### src/rtl/pipe_ctrl_pkg.sv
// Shared types and default timing constants for the pipeline stall/flush sequencer.
package pipe_ctrl_pkg;

   typedef enum logic [0:0] {
      RUN      = 1'b0,
      MEM_WAIT = 1'b1
   } state_e;

   localparam int unsigned MD_LAT_DEF      = 32'd8;
   localparam int unsigned MEM_TIMEOUT_DEF = 32'd64;
   localparam int unsigned CNT_W_DEF       = 32'd16;

endpackage

### src/rtl/pipeline_stall_ctrl_muldiv_busy_counter.sv
// Tracks how long the mult/div unit still owns HI/LO after an issue.
module muldiv_busy_counter #(
   parameter int unsigned MD_LAT = 32'd8,
   parameter int unsigned MD_W   = $clog2(MD_LAT + 32'd1)
) (
   input  logic clk,
   input  logic rst,
   input  logic load,
   output logic md_busy
);

   localparam logic [MD_W-1:0] MD_LOAD = MD_W'(MD_LAT);
   localparam logic [MD_W-1:0] MD_ONE  = MD_W'(1);
   localparam logic [MD_W-1:0] MD_ZERO = MD_W'(0);

   logic [MD_W-1:0] md_cnt_q;
   logic [MD_W-1:0] md_cnt_d;

   // Load wins over the decrement; the unit keeps counting even while the pipe is frozen.
   always_comb begin
      md_cnt_d = md_cnt_q;
      if (load) begin
         md_cnt_d = MD_LOAD;
      end else if (md_cnt_q != MD_ZERO) begin
         md_cnt_d = md_cnt_q - MD_ONE;
      end else begin
         md_cnt_d = md_cnt_q;
      end
   end

   // Counter register
   always_ff @(posedge clk) begin
      if (rst) begin
         md_cnt_q <= MD_ZERO;
      end else begin
         md_cnt_q <= md_cnt_d;
      end
   end

   assign md_busy = (md_cnt_q != MD_ZERO);

endmodule

### src/rtl/pipeline_stall_ctrl.sv
// Central stall/flush sequencer: memory-wait freeze, branch flush, HI/LO and load-use stalls.
module pipeline_stall_ctrl
   import pipe_ctrl_pkg::*;
#(
   parameter int unsigned MD_LAT      = MD_LAT_DEF,
   parameter int unsigned MEM_TIMEOUT = MEM_TIMEOUT_DEF,
   parameter int unsigned CNT_W       = CNT_W_DEF
) (
   input  logic             clk,
   input  logic             rst,
   input  logic             ldUseStall,
   input  logic             IDIsMulDiv,
   input  logic             IDUsesHiLo,
   input  logic             memReq,
   input  logic             memReady,
   input  logic             branchTaken,
   output logic             PCWrite,
   output logic             IFIDWrite,
   output logic             HazMuxCon,
   output logic             IDEXWrite,
   output logic             EXMEMWrite,
   output logic             MEMWBWrite,
   output logic             IFIDFlush,
   output logic             IDEXFlush,
   output logic             mdBusy,
   output logic             memErr,
   output logic [CNT_W-1:0] stallCount
);

   localparam int unsigned WAIT_W = $clog2(MEM_TIMEOUT + 32'd1);
   localparam logic [WAIT_W-1:0] WAIT_MAX  = WAIT_W'(MEM_TIMEOUT);
   localparam logic [WAIT_W-1:0] WAIT_ONE  = WAIT_W'(1);
   localparam logic [WAIT_W-1:0] WAIT_ZERO = WAIT_W'(0);
   localparam logic [CNT_W-1:0]  CNT_MAX   = {CNT_W{1'b1}};
   localparam logic [CNT_W-1:0]  CNT_ONE   = CNT_W'(1);
   localparam logic [CNT_W-1:0]  CNT_ZERO  = CNT_W'(0);

   state_e              state_q, state_d;
   logic [WAIT_W-1:0]   wait_cnt_q, wait_cnt_d;
   logic                mem_err_q, mem_err_d;
   logic [CNT_W-1:0]    stall_cnt_q, stall_cnt_d;
   logic                freeze;
   logic                hilo_stall;
   logic                md_load;

   assign freeze     = memReq & ~memReady;
   assign hilo_stall = (IDUsesHiLo | IDIsMulDiv) & mdBusy;
   assign md_load    = IDIsMulDiv & ~mdBusy & ~freeze & ~branchTaken & ~ldUseStall;

   muldiv_busy_counter #(.MD_LAT(MD_LAT)) u_md_cnt (
      .clk     (clk),
      .rst     (rst),
      .load    (md_load),
      .md_busy (mdBusy)
   );

   // Priority: freeze holds everything, a branch kills IF/ID and ID, then ID stalls.
   always_comb begin
      PCWrite    = 1'b1;
      IFIDWrite  = 1'b1;
      HazMuxCon  = 1'b1;
      IDEXWrite  = 1'b1;
      EXMEMWrite = 1'b1;
      MEMWBWrite = 1'b1;
      IFIDFlush  = 1'b0;
      IDEXFlush  = 1'b0;
      if (rst) begin
         PCWrite = 1'b1;
      end else if (freeze) begin
         PCWrite    = 1'b0;
         IFIDWrite  = 1'b0;
         IDEXWrite  = 1'b0;
         EXMEMWrite = 1'b0;
         MEMWBWrite = 1'b0;
      end else if (branchTaken) begin
         IFIDFlush = 1'b1;
         IDEXFlush = 1'b1;
      end else if (hilo_stall | ldUseStall) begin
         PCWrite   = 1'b0;
         IFIDWrite = 1'b0;
         HazMuxCon = 1'b0;
      end else begin
         PCWrite = 1'b1;
      end
   end

   // Memory-wait FSM; the wait counter saturates at the timeout.
   always_comb begin
      state_d    = state_q;
      wait_cnt_d = wait_cnt_q;
      case (state_q)
         RUN: begin
            if (freeze) begin
               state_d    = MEM_WAIT;
               wait_cnt_d = WAIT_ONE;
            end else begin
               wait_cnt_d = WAIT_ZERO;
            end
         end
         MEM_WAIT: begin
            if (!freeze) begin
               state_d    = RUN;
               wait_cnt_d = WAIT_ZERO;
            end else if (wait_cnt_q != WAIT_MAX) begin
               wait_cnt_d = wait_cnt_q + WAIT_ONE;
            end else begin
               wait_cnt_d = wait_cnt_q;
            end
         end
         default: begin
            state_d    = RUN;
            wait_cnt_d = WAIT_ZERO;
         end
      endcase
   end

   // Sticky timeout flag and saturating stall counter.
   always_comb begin
      mem_err_d   = mem_err_q | (wait_cnt_d == WAIT_MAX);
      stall_cnt_d = stall_cnt_q;
      if (!PCWrite && (stall_cnt_q != CNT_MAX)) begin
         stall_cnt_d = stall_cnt_q + CNT_ONE;
      end else begin
         stall_cnt_d = stall_cnt_q;
      end
   end

   // State registers
   always_ff @(posedge clk) begin
      if (rst) begin
         state_q     <= RUN;
         wait_cnt_q  <= WAIT_ZERO;
         mem_err_q   <= 1'b0;
         stall_cnt_q <= CNT_ZERO;
      end else begin
         state_q     <= state_d;
         wait_cnt_q  <= wait_cnt_d;
         mem_err_q   <= mem_err_d;
         stall_cnt_q <= stall_cnt_d;
      end
   end

   assign memErr     = mem_err_q;
   assign stallCount = stall_cnt_q;

endmodule

### config.mk
export PLATFORM = sky130hd
export DESIGN_NAME = pipeline_stall_ctrl
export DESIGN_NICKNAME = d
export VERILOG_FILES = /design/src/rtl/pipe_ctrl_pkg.sv /design/src/rtl/pipeline_stall_ctrl_muldiv_busy_counter.sv /design/src/rtl/pipeline_stall_ctrl.sv
export SDC_FILE = /design/constraint.sdc
export NUM_CORES = 1
export LEC_CHECK = 0
export CORE_UTILIZATION = 60
export DETAILED_ROUTE_END_ITERATION = 10
export DONT_BUFFER_PORTS = 1
export PLACE_DENSITY = 0.78
export SYNTH_ARGS = -nofsm -noshare
export SYNTH_HDL_FRONTEND = slang
export SYNTH_SLANG_ARGS = --single-unit
### constraint.sdc
create_clock -name clk -period 3.07 [get_ports clk]
set_input_delay 0.4605 -clock clk [delete_from_list [all_inputs] [get_ports clk]]
set_output_delay 0.4605 -clock clk [all_outputs]
set_load 0.05 [all_outputs]
==> results.yml, run 1 <==
run_status:
  status: "finished clean"
synthesis:
  netlist_instances: 188
  netlist_top_cells_area: "dfxtp_1 36%, a21oi_1 5.6%, or4_1 4.2%, ha_1 3.9%, nand3_1 3.7%"
  synth_cell_types: 45
  synth.avg_cell_area_um2: 8.62
  ys_seq_area_share_pct: 35.8
  ys.flop_type: "dfxtp_1"
  async_flop_share_pct: 0
  mappedNetlistArea_um2: 1620
  yosysTopAreaCellShare_pct: 35.8
  syn_nets: 201
  ys_seq_elements: 29
  ys_warn_count: 0
  yosys.area.top_type: "dfxtp_1"
  synth_edf_count: 0
timing:
  slew_viol_final: 0
  setup_violations: 0
  rsz0062_at_grt: "no"
  hold_viol: 0
  worst_pin_slew_ns: 0.700
  fin_ws_ns: 0.239
  relSlewSlack_pct: 53.3
  min_period_ns: 2.83
  hold_slack_ns: 0.185
  fin_tns_setup_ns: 0
  fmax_mhz: 353
  min_period_over_period_pct: 92.2
  clock_skew_ns: 0.0102
die:
  initial_core_util_pct: 64.2
  die_w_um: 54.0
  dieArea_um2: 2910
  io_pins: 34
  die_y_um: 54.0
  core_area_um2: 2520
  num_rows: 18
clock_network:
  numCtsBuffers: 5
  postCtsHoldBufs: 0
  cts_max_level: 2
  postCtsSetupBuffers: 0
  cts_sinks: 29
  clock-root-buffer: "clkbuf_4"
  clkLatencyLatePin_ns: 0.33
  path_clk_slew_ns: 0.09
  cts_tree: "yes"
  clk_path_buf_depth: 2
  cts_resized: 0
worst_setup_path:
  critical_path_buf_inv_count: 3
  setup.worst_path.class: "flop to output pin"
  slowest_stage: "nor3b_4"
  end_kind: "output pin"
  crit_chain: "inv_1, ha_1, nor3b_4, nor4b_4, or2_4, inv_2, buf_4"
  critPathMaxFanout: 16
  critPathRequiredTime_ns: 2.61
  start_kind: "flop"
  crit_family: "buffers and inverters"
  arrival_ns: 2.37
  slowest_delay_ns: 0.37
  rr_startpoint: "u_md_cnt.md_cnt_q[0]"
  crit_start: "u_md_cnt.md_cnt_q[0]"
final_layout:
  drive_above_1_share_pct: 15.1
  final_cell_area_um2: 1710
  final_cell_mix: "29 x dfxtp_1, 18 x a21oi_1, 14 x nor2_1"
  antenna_cells: 0
  finalNonFillerCells: 222
  layout_commonest_cell: "dfxtp_1"
  area_growth_pct: 5.79
  fin_nets: 205
placement:
  io_buffers: 0
  dp_hpwl_um: 2470
  preCtsSetupSlack_ns: 0.522
  placed_cell_area_um2: 1650
  dp_cells: 215
  gp_congestion: 0.777
global_route:
  grt_pass1_vias: 1268
  grt-ovfl-total: 0
  antenna_found_initial: 0
  grt_max_degree: 22
  grt_first_pass_wirelength_um: 5380
  grtUsageTotal_pct: 26.9
routing:
  drc_errors: 0
  wirelength_um: 3410
  vias: 1422
  wl_per_cell_um: 15.4
  drtIter0Drc: 24
  vias_per_cell: 6.41
  ant_nets: 0
  first_pass_iters: 4
worst_hold_path:
  hp-start: "rst"
  hold_class: "primary input to flop"
power:
  ir_drop_mv: 0.590
  power.density_nw_per_um2: 604
  leakagePower_nw: 0.598
run:
  maxCapViolCount: 0
==> metrics by stage <==
stage | utilization, % | total power [mW]
finish | 68.0 | 1.03
CTS | 67.7 | 1.03
global placement | 65.5 | 0.769
global route | 68.0 | 1.09
detailed placement | 65.5 | 0.789
floorplan | - | 0.726
==> Yosys cell counts, types with 2 or more instances <==
cell type and number:
a211oi_1 2, ha_1 5, clkbuf_1 3, buf_4 4, nand3_1 12, o21ai_2 2
o311ai_0 2, nor3b_1 2, o31ai_1 8, o41ai_1 4, mux2i_1 2, o21ai_0 2
dfxtp_1 29, xor2_1 2, a2111o_1 2, and3_1 4, or4_1 9, nand4_1 6
and4_1 3, inv_1 8, nor2_1 14, nand2_1 12, buf_6 2, inv_2 3
buf_2 2, xnor2_1 5, nor3_1 4, a21oi_1 18
==> registers in the layout, indices dropped and copies added (netlist names) <==
name,count
u_md_cnt.md_cnt_q,4
stallCount,16
memErr,1
wait_cnt_q,7
state_q,1
==> worst paths after layout <==
path | to | slack [ns] | cells after the start
max | PCWrite | 0.24 | 7
min reg2reg | u_md_cnt.md_cnt_q[0] | 0.49 | 2
max reg2reg | stallCount[3] | 0.68 | 9
min | u_md_cnt.md_cnt_q[3] | 0.18 | 1
==> power breakdown <==
part	switching [mW]	internal (mW)	leakage, nW
Sequential	0.0433	0.407	0.235
Combinational	0.223	0.125	0.332
Clock	0.129	0.108	0.0314
==> final cells by class <==
class,count,area (µm²)
fillers,210,808
repair buffers,8,63.8
multi-input cells,137,936
inverters,11,41.3
flip-flops and latches,29,581
clock buffers,7,55.1
well taps,30,37.5
==> cells by family (layout without fill, tap and decap cells) <==
group                    count (synthesis)  in the layout  synth area share, %
AO/OA/AOI/OAI                           43             43                 18.1
AND/OR/NAND/NOR                         79             79                 29.4
XOR/XNOR                                 7              7                 3.78
buffers and inverters                   22             26                 7.10
multiplexers                             3              3                 1.93
flip-flops                              29             29                 35.8
adder cells (fa/ha/maj)                  5              5                 3.86
==> metal layers <==
metal | GRT usage, % | wire length [µm]
met1 | 28.5 | 1430
met2 | 45.9 | 1670
met3 | 12.4 | 253
met4 | 10.1 | 57
met5 | 0 | 0
==> worst register-to-register path: stages (launching register included) <==
cell and delay, ns:
dfxtp_1 0.33, inv_1 0.12, ha_1 0.21, nor3b_4 0.37, nor4b_4 0.09, or2_4 0.27
inv_2 0.34, buf_4 0.30, o311ai_0 0.16, o41ai_1 0.08
Note: power is estimated with default switching activity, not from simulation.
==> inputs of run 2 (changes only) <==
--- a/config.mk
+++ b/config.mk
@@ -5,10 +5,11 @@
 export SDC_FILE = /design/constraint.sdc
 export NUM_CORES = 1
 export LEC_CHECK = 0
-export CORE_UTILIZATION = 60
+export CORE_UTILIZATION = 52
 export DETAILED_ROUTE_END_ITERATION = 10
 export DONT_BUFFER_PORTS = 1
-export PLACE_DENSITY = 0.78
+export GPL_ROUTABILITY_DRIVEN = 0
+export PLACE_DENSITY = 0.69
 export SYNTH_ARGS = -nofsm -noshare
 export SYNTH_HDL_FRONTEND = slang
 export SYNTH_SLANG_ARGS = --single-unit
==> run 2 against run 1 <==
Effect of this change:
- the flow now finishes with violations (DRC)
- worst hold slack worse by 0.0051 ns
- utilization down 7.6 points
- final area up 0.37%
- setup slack worse by 0.055 ns
- register-to-register slack worse by 0.02 ns
- critical path depth unchanged
- via count up 0.91%
- non-clock buffer count up 2
- global-route usage down 5.4 points
- flip-flop and latch count unchanged
- combinational power down 5%
- total power down 3.6%
- largest power group unchanged
- highest routed layer unchanged
==> results.yml, run 2 (synthesis results as in run 1) <==
power:
  clkPwrFrac_pct: 22.4
  p_sw_mw: 0.389
  p_seq_share_pct: 44.5
  p_int_mw: 0.608
  power_mw: 0.997
  sw_frac_of_total_pct: 39.0
  leakagePower_nw: 0.608
  pwr-share-comb_pct: 33.1
  ir_drop_mv: 0.257
  power.density_nw_per_um2: 580
clock_network:
  numCtsBuffers: 5
  cts_tree: "yes"
  postCtsSetupBuffers: 0
  clock-root-buffer: "clkbuf_4"
  clk_path_buf_depth: 2
  clkLatencyLatePin_ns: 0.33
  cts_max_level: 2
  path_clk_slew_ns: 0.10
  cts_resized: 0
  postCtsHoldBufs: 0
  cts_sinks: 29
routing:
  drc_errors: 3
  ant_nets: 0
  wirelength_um: 3480
  drtIter0Drc: 76
  vias_per_cell: 6.35
  wl_per_cell_um: 15.4
  first_pass_iters: 7
  vias: 1435
timing:
  slew_viol_final: 0
  worst_pin_slew_ns: 0.674
  clock_skew_ns: 0.0117
  setup_violations: 0
  fin_tns_setup_ns: 0
  relSlewSlack_pct: 55.0
  hold_viol: 0
  rsz0062_at_grt: "no"
  min_period_ns: 2.89
  fmax_mhz: 346
  min_period_over_period_pct: 94.0
  fin_ws_ns: 0.183
worst_setup_path:
  crit_chain: "inv_1, ha_1, nor3b_2, nor4b_4, or2_4, inv_2, buf_4"
  setup.worst_path.class: "flop to output pin"
  critPathMaxFanout: 16
  critical_path_buf_inv_count: 3
  critPathRequiredTime_ns: 2.61
  slowest_stage: "nor3b_2"
  end_kind: "output pin"
  start_kind: "flop"
  crit_family: "simple AND/OR/NAND/NOR gates"
  rr_startpoint: "u_md_cnt.md_cnt_q[0]"
  slowest_delay_ns: 0.43
  arrival_ns: 2.43
  crit_start: "u_md_cnt.md_cnt_q[0]"
  r2r_slack_ns: 0.66
placement:
  dp_hpwl_um: 2500
  io_buffers: 0
  preCtsSetupSlack_ns: 0.541
  dp_cells: 218
worst_hold_path:
  hp-start: "rst"
  hold_class: "primary input to flop"
final_layout:
  fin_nets: 207
  final_cell_mix: "29 x dfxtp_1, 18 x a21oi_1, 14 x nor2_1"
  fillers: 269
  finalNonFillerCells: 226
  drive_above_1_share_pct: 16.4
  multi_input_area_um2: 930
  antenna_cells: 0
  register_area_um2: 581
  largest_reg_flops: 16
  area_growth_pct: 6.18
  layout_commonest_cell: "dfxtp_1"
global_route:
  grt_pass1_vias: 1275
  grt_max_degree: 22
  antenna_found_initial: 0
  grt-ovfl-total: 0
  grtUsageTotal_pct: 21.5
  grt_first_pass_wirelength_um: 5590
run_status:
  status: "complete, but fails checks"
  violations: "DRC"
run:
  maxCapViolCount: 0
die:
  die_y_um: 57.8
  num_rows: 19
  io_pins: 34
  core_area_um2: 2850
  initial_core_util_pct: 56.8
  die_w_um: 57.8
  dieArea_um2: 3340
[run 2: worst paths after layout]
kind                     endpoint  depth (start not counted)
max                       PCWrite                          7
min                 stallCount[4]                          1
max reg2reg         stallCount[0]                          9
min reg2reg  u_md_cnt.md_cnt_q[0]                          2
[run 2: per-layer routing]
metal | routed length (µm) | track usage [%]
met5 | 0 | 0
met4 | 42 | 6.12
met3 | 215 | 8.04
met2 | 1610 | 35.3
met1 | 1620 | 26.3
[run 2: metrics by stage]
stage / hold WS [ns] / util, % / instance area [µm²]
floorplan: 0.447 / - / 1620
global placement: 0.464 / 58.5 / 1670
detailed placement: 0.477 / 58.5 / 1670
CTS: 0.173 / 60.3 / 1720
global route: 0.156 / 60.3 / 1720
finish: 0.180 / 60.3 / 1720
[run 2: power groups by stage]
stage / clock (mW) / sequential, mW / combinational, mW
after CTS: 0.227 / 0.443 / 0.332
after floorplan: 0 / 0.452 / 0.273
final: 0.223 / 0.443 / 0.330
after global routing: 0.246 / 0.447 / 0.358
after global placement: 0 / 0.451 / 0.322
after detailed placement: 0 / 0.452 / 0.330
[run 2: cell type report]
| cell class | count | area share (%) |
|---|---|---|
| Tap cell | 31 | 2.25 |
| Clock buffer | 6 | 2.40 |
| Multi-Input combinational cell | 137 | 54.0 |
| Timing Repair Buffer | 10 | 4.58 |
| Sequential cell | 29 | 33.7 |
| Clock inverter | 2 | 0.582 |
| Inverter | 11 | 2.40 |
[run 2: worst reg2reg max path, delay by kind of cell (launching register included)]
family | cells | cell delay (ns)
fa+ha+maj | 1 | 0.21
flops | 1 | 0.33
simple gates | 3 | 0.80
buf+inv | 3 | 0.76
compound gates | 2 | 0.26
